## config.mk

```make
export PLATFORM = sky130hd
export DESIGN_NAME = param_cpu_core
export DESIGN_NICKNAME = d
export VERILOG_FILES = /design/src/rtl/cpu_param_pkg.sv /design/src/rtl/cpu_alu_param.sv /design/src/rtl/param_cpu_core.sv
export SDC_FILE = /design/constraint.sdc
export NUM_CORES = 1
export LEC_CHECK = 0
export CAP_MARGIN = 20
export CORE_MARGIN = 1
export CORE_UTILIZATION = 41
export DETAILED_ROUTE_END_ITERATION = 16
export PLACE_DENSITY = 0.69
export SYNTH_ARGS = -nofsm -noshare
export SYNTH_HDL_FRONTEND = slang
export SYNTH_HIERARCHICAL = 1
export SYNTH_SLANG_ARGS = --single-unit
```

## constraint.sdc

```tcl
create_clock -name clk -period 2.7 [get_ports clk]
set_input_delay 0.405 -clock clk [delete_from_list [all_inputs] [get_ports clk]]
set_output_delay 0.405 -clock clk [all_outputs]
set_load 0.005 [all_outputs]
```

## src/rtl/cpu_param_pkg.sv

```systemverilog
// Shared constants for the parametrised accumulator CPU.
// Holds the opcode map, the JMP condition codes and the FSM state encoding.
package cpu_param_pkg;

    localparam logic [3:0] OP_ADD  = 4'h0;
    localparam logic [3:0] OP_SUB  = 4'h1;
    localparam logic [3:0] OP_LDA  = 4'h2;
    localparam logic [3:0] OP_STA  = 4'h3;
    localparam logic [3:0] OP_LDB  = 4'h4;
    localparam logic [3:0] OP_STB  = 4'h5;
    localparam logic [3:0] OP_LDC  = 4'h6;
    localparam logic [3:0] OP_JMP  = 4'h7;
    localparam logic [3:0] OP_SWAP = 4'h8;
    localparam logic [3:0] OP_XOR  = 4'h9;
    localparam logic [3:0] OP_LDCB = 4'hA;
    localparam logic [3:0] OP_AND  = 4'hB;
    localparam logic [3:0] OP_OR   = 4'hC;
    localparam logic [3:0] OP_CALL = 4'hD;
    localparam logic [3:0] OP_RET  = 4'hE;
    localparam logic [3:0] OP_HLT  = 4'hF;

    localparam logic [3:0] CC_ALWAYS = 4'h0;
    localparam logic [3:0] CC_Z      = 4'h1;
    localparam logic [3:0] CC_NZ     = 4'h2;
    localparam logic [3:0] CC_C      = 4'h3;
    localparam logic [3:0] CC_NC     = 4'h4;

    typedef enum logic [2:0] {
        ST_FETCH     = 3'd0,
        ST_EXECUTE   = 3'd1,
        ST_LOAD_WAIT = 3'd2,
        ST_HALT      = 3'd3
    } state_e;

endpackage

```

## src/rtl/cpu_alu_param.sv

```systemverilog
// Combinational ALU for the accumulator CPU.
// Ports:
//   op_i     : opcode of the instruction being executed
//   a_i, b_i : operands (A op B)
//   result_o : result truncated to DATA_W
//   zero_o   : result == 0
//   carry_o  : carry-out for ADD, borrow (A<B) for SUB, 0 otherwise
module cpu_alu_param
    import cpu_param_pkg::*;
#(
    parameter int DATA_W = 8
) (
    input  logic [3:0]        op_i,
    input  logic [DATA_W-1:0] a_i,
    input  logic [DATA_W-1:0] b_i,
    output logic [DATA_W-1:0] result_o,
    output logic              zero_o,
    output logic              carry_o
);

    logic [DATA_W:0] sum;

    always_comb begin
        sum      = '0;
        result_o = '0;
        carry_o  = 1'b0;
        case (op_i)
            OP_ADD: begin
                sum      = {1'b0, a_i} + {1'b0, b_i};
                result_o = sum[DATA_W-1:0];
                carry_o  = sum[DATA_W];
            end
            OP_SUB: begin
                result_o = a_i - b_i;
                carry_o  = (a_i < b_i);
            end
            OP_AND:  result_o = a_i & b_i;
            OP_OR:   result_o = a_i | b_i;
            OP_XOR:  result_o = a_i ^ b_i;
            default: result_o = '0;
        endcase
    end

    assign zero_o = (result_o == '0);

endmodule

```

## src/rtl/param_cpu_core.sv

```systemverilog
// Parametrised accumulator CPU core with return stack.
// Instruction word: {opcode[3:0], cond[3:0], operand[DATA_W-1:0]}.
//
// state      | meaning
// FETCH      | latch IR from imem_data, PC <= PC+1
// EXECUTE    | perform the instruction held in IR
// LOAD_WAIT  | capture dmem_rdata into A or B
// HALT       | stopped until reset
//
// Ports:
//   clk, rst (async, active-high), run (low freezes all state)
//   imem_addr/imem_data : instruction fetch (combinational read)
//   dmem_addr/dmem_we/dmem_wdata/dmem_rdata : data memory (1-cycle read)
//   dbg_a, dbg_b, dbg_pc, dbg_state, dbg_flags {C,Z}, halted, fault
module param_cpu_core
    import cpu_param_pkg::*;
#(
    parameter int DATA_W      = 8,
    parameter int ADDR_W      = 8,
    parameter int STACK_DEPTH = 4,
    localparam int INSTR_W    = DATA_W + 8
) (
    input  logic               clk,
    input  logic               rst,
    input  logic               run,
    output logic [ADDR_W-1:0]  imem_addr,
    input  logic [INSTR_W-1:0] imem_data,
    output logic [ADDR_W-1:0]  dmem_addr,
    output logic               dmem_we,
    output logic [DATA_W-1:0]  dmem_wdata,
    input  logic [DATA_W-1:0]  dmem_rdata,
    output logic [DATA_W-1:0]  dbg_a,
    output logic [DATA_W-1:0]  dbg_b,
    output logic [ADDR_W-1:0]  dbg_pc,
    output logic [2:0]         dbg_state,
    output logic [1:0]         dbg_flags,
    output logic               halted,
    output logic               fault
);

    localparam int SP_W  = $clog2(STACK_DEPTH + 1);
    localparam int IDX_W = $clog2(STACK_DEPTH);

    state_e             state_q;
    logic [ADDR_W-1:0]  pc_q;
    logic [INSTR_W-1:0] ir_q;
    logic [DATA_W-1:0]  a_q;
    logic [DATA_W-1:0]  b_q;
    logic               c_q;
    logic               z_q;
    logic [SP_W-1:0]    sp_q;
    logic [ADDR_W-1:0]  stack_q [STACK_DEPTH];
    logic               halted_q;
    logic               fault_q;

    logic [3:0]        opcode;
    logic [3:0]        cond;
    logic [DATA_W-1:0] operand;
    logic [ADDR_W-1:0] target;
    logic [ADDR_W-1:0] pc_inc_d;
    logic [SP_W-1:0]   sp_inc_d;
    logic [SP_W-1:0]   sp_dec_d;
    logic              jump_take;
    logic              stack_full;
    logic              stack_empty;
    logic              is_store;

    logic [DATA_W-1:0] alu_result;
    logic              alu_zero;
    logic              alu_carry;

    assign opcode      = ir_q[INSTR_W-1 -: 4];
    assign cond        = ir_q[DATA_W+3 -: 4];
    assign operand     = ir_q[DATA_W-1:0];
    assign target      = operand[ADDR_W-1:0];
    assign pc_inc_d    = pc_q + 1'b1;
    assign sp_inc_d    = sp_q + 1'b1;
    assign sp_dec_d    = sp_q - 1'b1;
    assign stack_full  = (sp_q == SP_W'(STACK_DEPTH));
    assign stack_empty = (sp_q == '0);
    assign is_store    = (opcode == OP_STA) || (opcode == OP_STB);

    always_comb begin
        jump_take = 1'b0;
        case (cond)
            CC_ALWAYS: jump_take = 1'b1;
            CC_Z:      jump_take = z_q;
            CC_NZ:     jump_take = ~z_q;
            CC_C:      jump_take = c_q;
            CC_NC:     jump_take = ~c_q;
            default:   jump_take = 1'b0;
        endcase
    end

    cpu_alu_param #(.DATA_W(DATA_W)) u_alu (
        .op_i     (opcode),
        .a_i      (a_q),
        .b_i      (b_q),
        .result_o (alu_result),
        .zero_o   (alu_zero),
        .carry_o  (alu_carry)
    );

    always_ff @(posedge clk or posedge rst) begin
        if (rst) begin
            state_q  <= ST_FETCH;
            pc_q     <= '0;
            ir_q     <= '0;
            a_q      <= '0;
            b_q      <= '0;
            c_q      <= 1'b0;
            z_q      <= 1'b0;
            sp_q     <= '0;
            halted_q <= 1'b0;
            fault_q  <= 1'b0;
            for (int i = 0; i < STACK_DEPTH; i++) begin
                stack_q[i] <= '0;
            end
        end else if (run) begin
            case (state_q)
                ST_FETCH: begin
                    ir_q    <= imem_data;
                    pc_q    <= pc_inc_d;
                    state_q <= ST_EXECUTE;
                end
                ST_EXECUTE: begin
                    state_q <= ST_FETCH;
                    case (opcode)
                        OP_ADD, OP_SUB, OP_AND, OP_OR, OP_XOR: begin
                            a_q <= alu_result;
                            z_q <= alu_zero;
                            c_q <= alu_carry;
                        end
                        OP_LDA, OP_LDB: state_q <= ST_LOAD_WAIT;
                        OP_LDC:  a_q <= operand;
                        OP_LDCB: b_q <= operand;
                        OP_SWAP: begin
                            a_q <= b_q;
                            b_q <= a_q;
                        end
                        OP_JMP: begin
                            if (jump_take) pc_q <= target;
                        end
                        OP_CALL: begin
                            if (stack_full) begin
                                fault_q  <= 1'b1;
                                halted_q <= 1'b1;
                                state_q  <= ST_HALT;
                            end else begin
                                // PC already points past the CALL, so it is the return address.
                                stack_q[sp_q[IDX_W-1:0]] <= pc_q;
                                sp_q <= sp_inc_d;
                                pc_q <= target;
                            end
                        end
                        OP_RET: begin
                            if (stack_empty) begin
                                fault_q  <= 1'b1;
                                halted_q <= 1'b1;
                                state_q  <= ST_HALT;
                            end else begin
                                pc_q <= stack_q[sp_dec_d[IDX_W-1:0]];
                                sp_q <= sp_dec_d;
                            end
                        end
                        OP_HLT: begin
                            halted_q <= 1'b1;
                            state_q  <= ST_HALT;
                        end
                        default: state_q <= ST_FETCH;
                    endcase
                end
                ST_LOAD_WAIT: begin
                    if (opcode == OP_LDA) a_q <= dmem_rdata;
                    else                  b_q <= dmem_rdata;
                    state_q <= ST_FETCH;
                end
                default: state_q <= ST_HALT;
            endcase
        end
    end

    assign imem_addr  = pc_q;
    assign dmem_addr  = target;
    // Store strobe is combinational so it drops immediately on reset or run=0.
    assign dmem_we    = run && (state_q == ST_EXECUTE) && is_store;
    assign dmem_wdata = (opcode == OP_STB) ? b_q : a_q;
    assign dbg_a      = a_q;
    assign dbg_b      = b_q;
    assign dbg_pc     = pc_q;
    assign dbg_state  = state_q;
    assign dbg_flags  = {c_q, z_q};
    assign halted     = halted_q;
    assign fault      = fault_q;

endmodule

```

==> impl_results.md, run 1 <==
* Final hold vios at 0
* Max VDD drop at slightly below 0.6 mV
* Cell variety after synth at 81
* Post-synthesis average cell area at slightly below 10 sq um
* Vias per inst at between 5 and 6
* Std cell rows at 43
* Slack of the critical path at about 0.0069 ns
* R2r worst-path depth at 8
* PwrDens at ~1300 nW/um^2
* Root Buffer Master: clkbuf_16
* Die W at 122 microns
* Crit path required time at between 2 and 3 ns
* Total Power at 9.42 mW
* Initial antenna violation count at 0
* Fill count at ~1,300
* DR iter-0 viols at 254
* Drt pass-1 iters at 5
* Global-route wire length before repair at roughly 26,000 microns
* Most used flip-flop cell after synthesis: dfrtp_1
* Met3 Use GR at 0.0323
* TritonCTS Buffers at 9
* Flop-to-flop setup slack at 0.007 ns
* Final min period at roughly 2.7 ns
* Status: completed
* Fraction of layout cells with a size suffix above 1 at 0.267
* RSZ-0062 raised after global routing: yes
* Final slew viol count at 0
* Post-route clock skew at 0.0129 ns
* Synth Register Bits at 81
* Routed Antenna Nets at 0
* Vias at 5,110
* Grt total ovfl at 0
* Clock transition at the registers of the reported paths at 0.06 ns
* Core ar. at 13,900 sq um
* HP Class: input pin to async pin
* Post-Route WL at between 15,000 and 20,000 microns
* Slew HR at 0.475
* DRC errors left at 0
* GRT Overall Usage at 0.230
* Crit Path Max Fanout at 2
* Crit Reg-Reg Startpoint: dbg_b[0]
* Worst-Skew Late Latency at 0.34 ns
* CTS Sinks at 81
* Synthesized instance count at slightly below 600
* Setup crit end kind: flop
* Io pins at 83
* Crit Path Class: flop to flop
* Met2 Resource Use GR at 0.380
* Largest net degree at the start of global routing at 33
* Net Count, Synth at 660
* Startpoint types: flop
* Slew @ Worst Pin at a little under 0.8 ns
* RD Place Congestion at 0.913
* Routed WL per cell at 18.6 microns
* Max Clk Rate at 371 MHz
* Yosys Warn Count at 6
* Crit share post-route at 0.997
* Met1 Use GR at 0.307
* Grt peak-use layer: met2
* Die area at about 15,000 sq um
* Number of global-route vias before repair at 5,047
* Nets at 760
* Setup tns final at 0 ns
* Worst hold margin at 0.405 ns
* Setup WS pre-CTS at -0.111 ns
* N_diodes at 0
* Port buffer count at 81
* Mapped Area at roughly 5900 sq um
* Multi-input logic area at roughly 3500 sq um
* Initial Util at 0.421
* CTS tree: built
* H-Tree Depth at 3
* Die Ht at 122 microns
* Leakage at 3.24 nW
* CTS Hold Bufs at 0
* Final setup viols at 0
* CTS Buffer Depth at 2
* FF/Latch Area at 2030 sq um
* Synth-to-layout area growth at 28.0%
* Async SR Flop Fraction at 1.00
* Critical Path AT at between 2 and 3 ns
* Register area share after synthesis at 0.345
* Post-DP HPWL at 12,000 microns
* Number of max-cap violations at 0
* EDFF count, synth at 0
* CP startpoint: dbg_b[0]
[where the power goes]
part	internal, mW	switching (mW)	leakage [nW]
Clock	0.678	0.503	0.143
Combinational	3.06	2.98	2.05
Sequential	1.64	0.560	1.04
[stage by stage]
step,cell area (sq um),util,std cells
global placement,7040,0.505,859
floorplan,5870,-,597
CTS,7360,0.528,874
detailed placement,7040,0.505,859
global route,7510,0.539,881
finish,7510,0.539,881
[synthesized netlist by cell type (4+ instances only)]
| cell type | number | area share |
|---|---|---|
| ha_1 | 34 | 0.073 |
| o22ai_1 | 4 | 0.0043 |
| nor2_1 | 26 | 0.017 |
| clkbuf_1 | 17 | 0.011 |
| a31oi_1 | 8 | 0.0085 |
| a211oi_1 | 12 | 0.015 |
| nand4_1 | 4 | 0.0043 |
| nand3_1 | 16 | 0.014 |
| dfrtp_1 | 81 | 0.35 |
| o31ai_1 | 21 | 0.027 |
| o21bai_1 | 6 | 0.0077 |
| o221ai_1 | 6 | 0.0090 |
| inv_1 | 30 | 0.019 |
| buf_2 | 17 | 0.015 |
| a211o_1 | 4 | 0.0060 |
| nor3_1 | 6 | 0.0051 |
| nand2b_1 | 5 | 0.0053 |
| a221o_1 | 9 | 0.015 |
| o21ai_0 | 18 | 0.015 |
| mux2i_1 | 4 | 0.0068 |
| buf_4 | 20 | 0.026 |
| mux2_2 | 56 | 0.11 |
| xnor2_1 | 4 | 0.0060 |
| nor2b_1 | 22 | 0.023 |
| a21oi_1 | 31 | 0.026 |
| nand2_1 | 45 | 0.029 |
| mux4_2 | 8 | 0.031 |
[cell families (layout without fill, tap and decap cells)]
family	count (synthesis)	in the layout	share of synthesized area
fa+ha+maj	36	36	0.0793
other cells	1	1	0.000639
mux	72	72	0.153
xor+xnor	5	5	0.00746
buf+inv	86	190	0.0729
simple gates	162	162	0.150
compound gates	154	154	0.190
flops	81	81	0.345
[path summary, 6_finish.rpt]
check / to
min reg2reg: fault
max in group asynchronous: stack_q[30]
max: z_q
max reg2reg: z_q
min: stack_q[4]
min in group clk: fault
[sequential cells by signal, summed over array words and instances (netlist names)]
signal     count
sp_q           3
dbg_b          8
dbg_a          8
ir_q          16
fault          1
halted         1
stack_q       32
dbg_state      2
c_q            1
dbg_pc         8
z_q            1
[area by class of cell]
class | count | share of cell area
multi-input cells | 430 | 0.467
flip-flops and latches | 81 | 0.271
repair buffers | 145 | 0.179
clock buffers | 11 | 0.0336
well taps | 180 | 0.0300
inverters | 30 | 0.0152
clock inverters | 4 | 0.00466
[layout by cell type (no fill, tap or decap), types with 5 or more instances in the layout]
| cell | synthesis | layout |
|---|---|---|
| a221o_1 | 9 | 9 |
| a21oi_1 | 31 | 31 |
| nand3_1 | 16 | 16 |
| a211oi_1 | 12 | 9 |
| o31ai_1 | 21 | 21 |
| ha_1 | 34 | 30 |
| nand2_1 | 45 | 44 |
| o21ai_0 | 18 | 17 |
| a31oi_1 | 8 | 8 |
| dfrtp_1 | 81 | 76 |
| clkdlybuf4s50_1 | 0 | 81 |
| o21bai_1 | 6 | 6 |
| nor2b_1 | 22 | 21 |
| mux4_2 | 8 | 8 |
| clkbuf_16 | 0 | 9 |
| nand2b_1 | 5 | 5 |
| o221ai_1 | 6 | 6 |
| dfrtp_2 | 0 | 5 |
| inv_1 | 30 | 28 |
| mux2_2 | 56 | 55 |
| nor3_1 | 6 | 5 |
| nor2_1 | 26 | 26 |
| buf_4 | 20 | 57 |
[metal layers]
layer | part of all wire | wire length, microns
met3 | 0.039 | 631
met1 | 0.45 | 7400
met2 | 0.49 | 8040
met4 | 0.017 | 283
met5 | 0 | 0
[worst max-delay path, stage by stage, from the launching register on]
cell,delay [ns]
dfrtp_1,0.43
buf_6,0.15
ha_4,0.16
fa_2,0.56
nor4_1,0.04
o41a_1,0.42
or4_4,0.55
nor4_4,0.14
mux2_4,0.18
[what timing repair did]
action | 4_1_cts | 5_1_grt
setup buffers | 0 | 8
pin swaps | 1 | 9
setup endpoints to repair | 9 | 12
resized for setup | 11 | 21
No activity file was read; power rests on OpenSTA's default activity.
==> run 2, diff against run 1 <==
CTS_CLUSTER_SIZE = 10   (was unset)
==> results of run 2 <==
No change in the layout: final DEF, timing and power equal those of run 1.
==> run 3, diff against run 2 <==
CORE_UTILIZATION = 46   (was 41)
CTS_BUF_LIST = sky130_fd_sc_hd__clkbuf_4   (was unset)
PLACE_DENSITY = 0.76   (was 0.69)
==> run 3 against run 2 <==
Against the previous run:
- the run now ends with setup timing left
- register-to-register slack barely moved
- combinational power fell by 3.5%
- critical path depth rose by 1
- clock skew rose by 0.0068 ns
- non-clock buffer count did not move
- sequential power fell by 3%
- largest power group unchanged
- highest routed layer unchanged
==> impl_results.md, run 3 (synthesized netlist as in run 1, its figures left out) <==
* Final slew viol count at 0 (unchanged)
* Initial antenna violation count at 0 (unchanged)
* Critical Path AT at 3.11 ns (was 2.97 ns)
* N_diodes at 0 (unchanged)
* Synth-to-layout area growth at 24.1% (was 28.0%)
* Core ar. at 12,200 sq um (was 13,900 sq um)
* Post-DP HPWL at 12,000 microns (about the same)
* Io pins at 83 (unchanged)
* Failing checks: setup timing
* Leakage at 3.17 nW (was 3.24 nW)
* Final setup viols at 1 (was 0)
* Total Power at 8.85 mW (was 9.42 mW)
* Most frequent cells in the layout: clkdlybuf4s50_1 (81), dfrtp_1 (76), buf_4 (62) (was clkdlybuf4s50_1 (81), dfrtp_1 (76), buf_4 (57))
* Final hold vios at 0 (unchanged)
* Number of max-cap violations at 0 (unchanged)
* Cell Count, Final, Fillers Out at 870 (was 881)
* Vias per inst at 5.90 (was 5.80)
* Final min period at 2.70 ns (was 2.69 ns)
* DR iter-0 viols at 319 (was 254)
* Largest net degree at the start of global routing at 49 (was 33)
* Crit share post-route at 1.00 (was 0.997)
* Startpoint types: flop (unchanged)
* Max Clk Rate at 370 MHz (was 371 MHz)
* Placed Cells at 848 (was 859)
* H-Tree Depth at 3 (unchanged)
* Post-route clock skew at 0.0197 ns (was 0.0129 ns)
* PwrDens at 1220 nW/um^2 (was 1250 nW/um^2)
* Die W at 115 microns (was 122 microns)
* CTS Hold Bufs at 0 (unchanged)
* Number of global-route vias before repair at 4,959 (was 5,047)
* Reg with most FFs: stack_q (unchanged)
* Slack of the critical path at -0.00206 ns (was 0.00694 ns)
* Fraction of layout cells with a size suffix above 1 at 0.256 (was 0.267)
* Nets at 760 (unchanged)
* Slowest cell on crit path: or4_4 (was fa_2)
* Port buffer count at 81 (unchanged)
* Global-route wire length before repair at 26,000 microns (was 26,400 microns)
* Max reg flops at 32 (unchanged)
* RSZ-0062 raised after global routing: yes (unchanged)
* Critical Path Max Stage Delay at 0.54 ns (was 0.56 ns)
* Setup WS pre-CTS at -0.0587 ns (was -0.111 ns)
* Clock transition at the registers of the reported paths at 0.15 ns (was 0.06 ns)
* Biggest regs: stack_q x32, ir_q x16 (unchanged)
* RD Place Congestion at 0.920 (was 0.913)
* Vias at 5,132 (was 5,110)
* GRT Overall Usage at 0.254 (was 0.230)
* Routed WL per cell at 18.5 microns (was 18.6 microns)
* Die Ht at 115 microns (was 122 microns)
* Slew HR at 0.651 (was 0.475)
* Drt pass-1 iters at 5 (unchanged)
* Status: finished with violations (was completed)
* Routed Antenna Nets at 0 (unchanged)
* DRC errors left at 0 (unchanged)
* Die area at 13,200 sq um (was 14,800 sq um)
* Crit Path Class: flop to flop (unchanged)
* TritonCTS Buffers at 9 (unchanged)
* Std cell rows at 40 (was 43)
* Root Buffer Master: clkbuf_4 (was clkbuf_16)
* Grt total ovfl at 0 (unchanged)
* Worst path cell trace: ha_1 > fa_1 > nor3b_1 > a31oi_1 > nor2_1 > o41a_1 > or4_4 > nor4_2 > mux2_2 (was buf_6 > ha_4 > fa_2 > nor4_1 > o41a_1 > or4_4 > nor4_4 > mux2_4)
* Most common cell after layout, fill and taps aside: clkdlybuf4s50_1 (unchanged)
* CTS tree: built (unchanged)
* Flop-to-flop setup slack at -0.002 ns (was 0.007 ns)
* CTS Buffer Depth at 2 (unchanged)
* Initial Util at 0.480 (was 0.421)
* Post-Route WL at 16,100 microns (was 16,400 microns)
* Fill count at 1,076 (was 1,259)
* CTS Sinks at 81 (unchanged)
* Layout Utilization at 0.596 (was 0.539)
* Setup crit end kind: flop (unchanged)
* Slew @ Worst Pin at 0.517 ns (was 0.780 ns)
* Crit Path Max Fanout at 3 (was 2)
* HP Class: input pin to async pin (unchanged)
* Max VDD drop at 0.476 mV (was 0.588 mV)
* Worst-Skew Late Latency at 0.47 ns (was 0.34 ns)
* Crit path required time at 3.11 ns (was 2.98 ns)
run 3: cell types whose count changed in the layout (fill, tap and decap cells not counted), moves of 3 or more:
| cell | change |
|---|---|
| clkbuf_16 | -9 |
| clkbuf_4 | +9 |
| buf_4 | +5 |
| ha_1 | +4 |
| buf_6 | -3 |
| ha_4 | -3 |
run 3: per-layer routing:
metal,vias up,global-route usage,wire length (microns)
met3,29,0.0343,731
met1,2545,0.336,7190
met2,164,0.421,7910
li1,2394,-,-
met4,0,0.102,302
met5,-,0,0
run 3: through the flow:
stage	area [sq um]	hold WS, ns	setup TNS (ns)
final	7280	0.229	-0.00206
after global placement	7020	0.441	-0.0166
after detailed placement	7020	0.448	-0.0587
after floorplan	5870	0.451	0
after CTS	7240	0.225	-0.00863
after global routing	7280	0.238	-0.124
run 3: worst paths after layout:
path                                from  cells past startpoint  endpoint
worst min register to register     fault                      1     fault
worst min-delay path                 rst                      2  dbg_a[6]
min in group clk                   fault                      1     fault
worst max register to register  dbg_a[0]                      9       z_q
max in group asynchronous            rst                      3  ir_q[14]
worst max-delay path            dbg_a[0]                      9       z_q
run 3: power breakdown:
group	internal (mW)	switching, mW	leakage (nW)
Sequential	1.63	0.497	1.04
Clock	0.394	0.491	0.0910
Combinational	2.90	2.94	2.04
Total	4.93	3.92	3.17
run 3: area by class of cell:
cell class / instances / area, sq um / share of cell area
Clock buffer: 9 / 67.6 / 0.00928
Clock inverter: 7 / 108 / 0.0148
Inverter: 30 / 113 / 0.0155
Multi-Input combinational cell: 430 / 3440 / 0.473
Sequential cell: 81 / 2030 / 0.279
Tap cell: 168 / 210 / 0.0289
Timing Repair Buffer: 145 / 1310 / 0.180
run 3: worst max-delay path: cells and delay by family, from the launching register on:
family / cells / cell delay, ns
flip-flops: 1 / 0.43
multiplexers: 1 / 0.18
adder cells (fa/ha/maj): 2 / 0.65
AND/OR/NAND/NOR: 4 / 0.89
AO/OA/AOI/OAI: 2 / 0.50
run 3: repair_timing:
item	4_1_cts	5_1_grt
hold endpoints to repair	0	0
pin swaps	0	2
gates resized for setup	7	9
setup endpoints to repair	10	11
buffers inserted	4	3
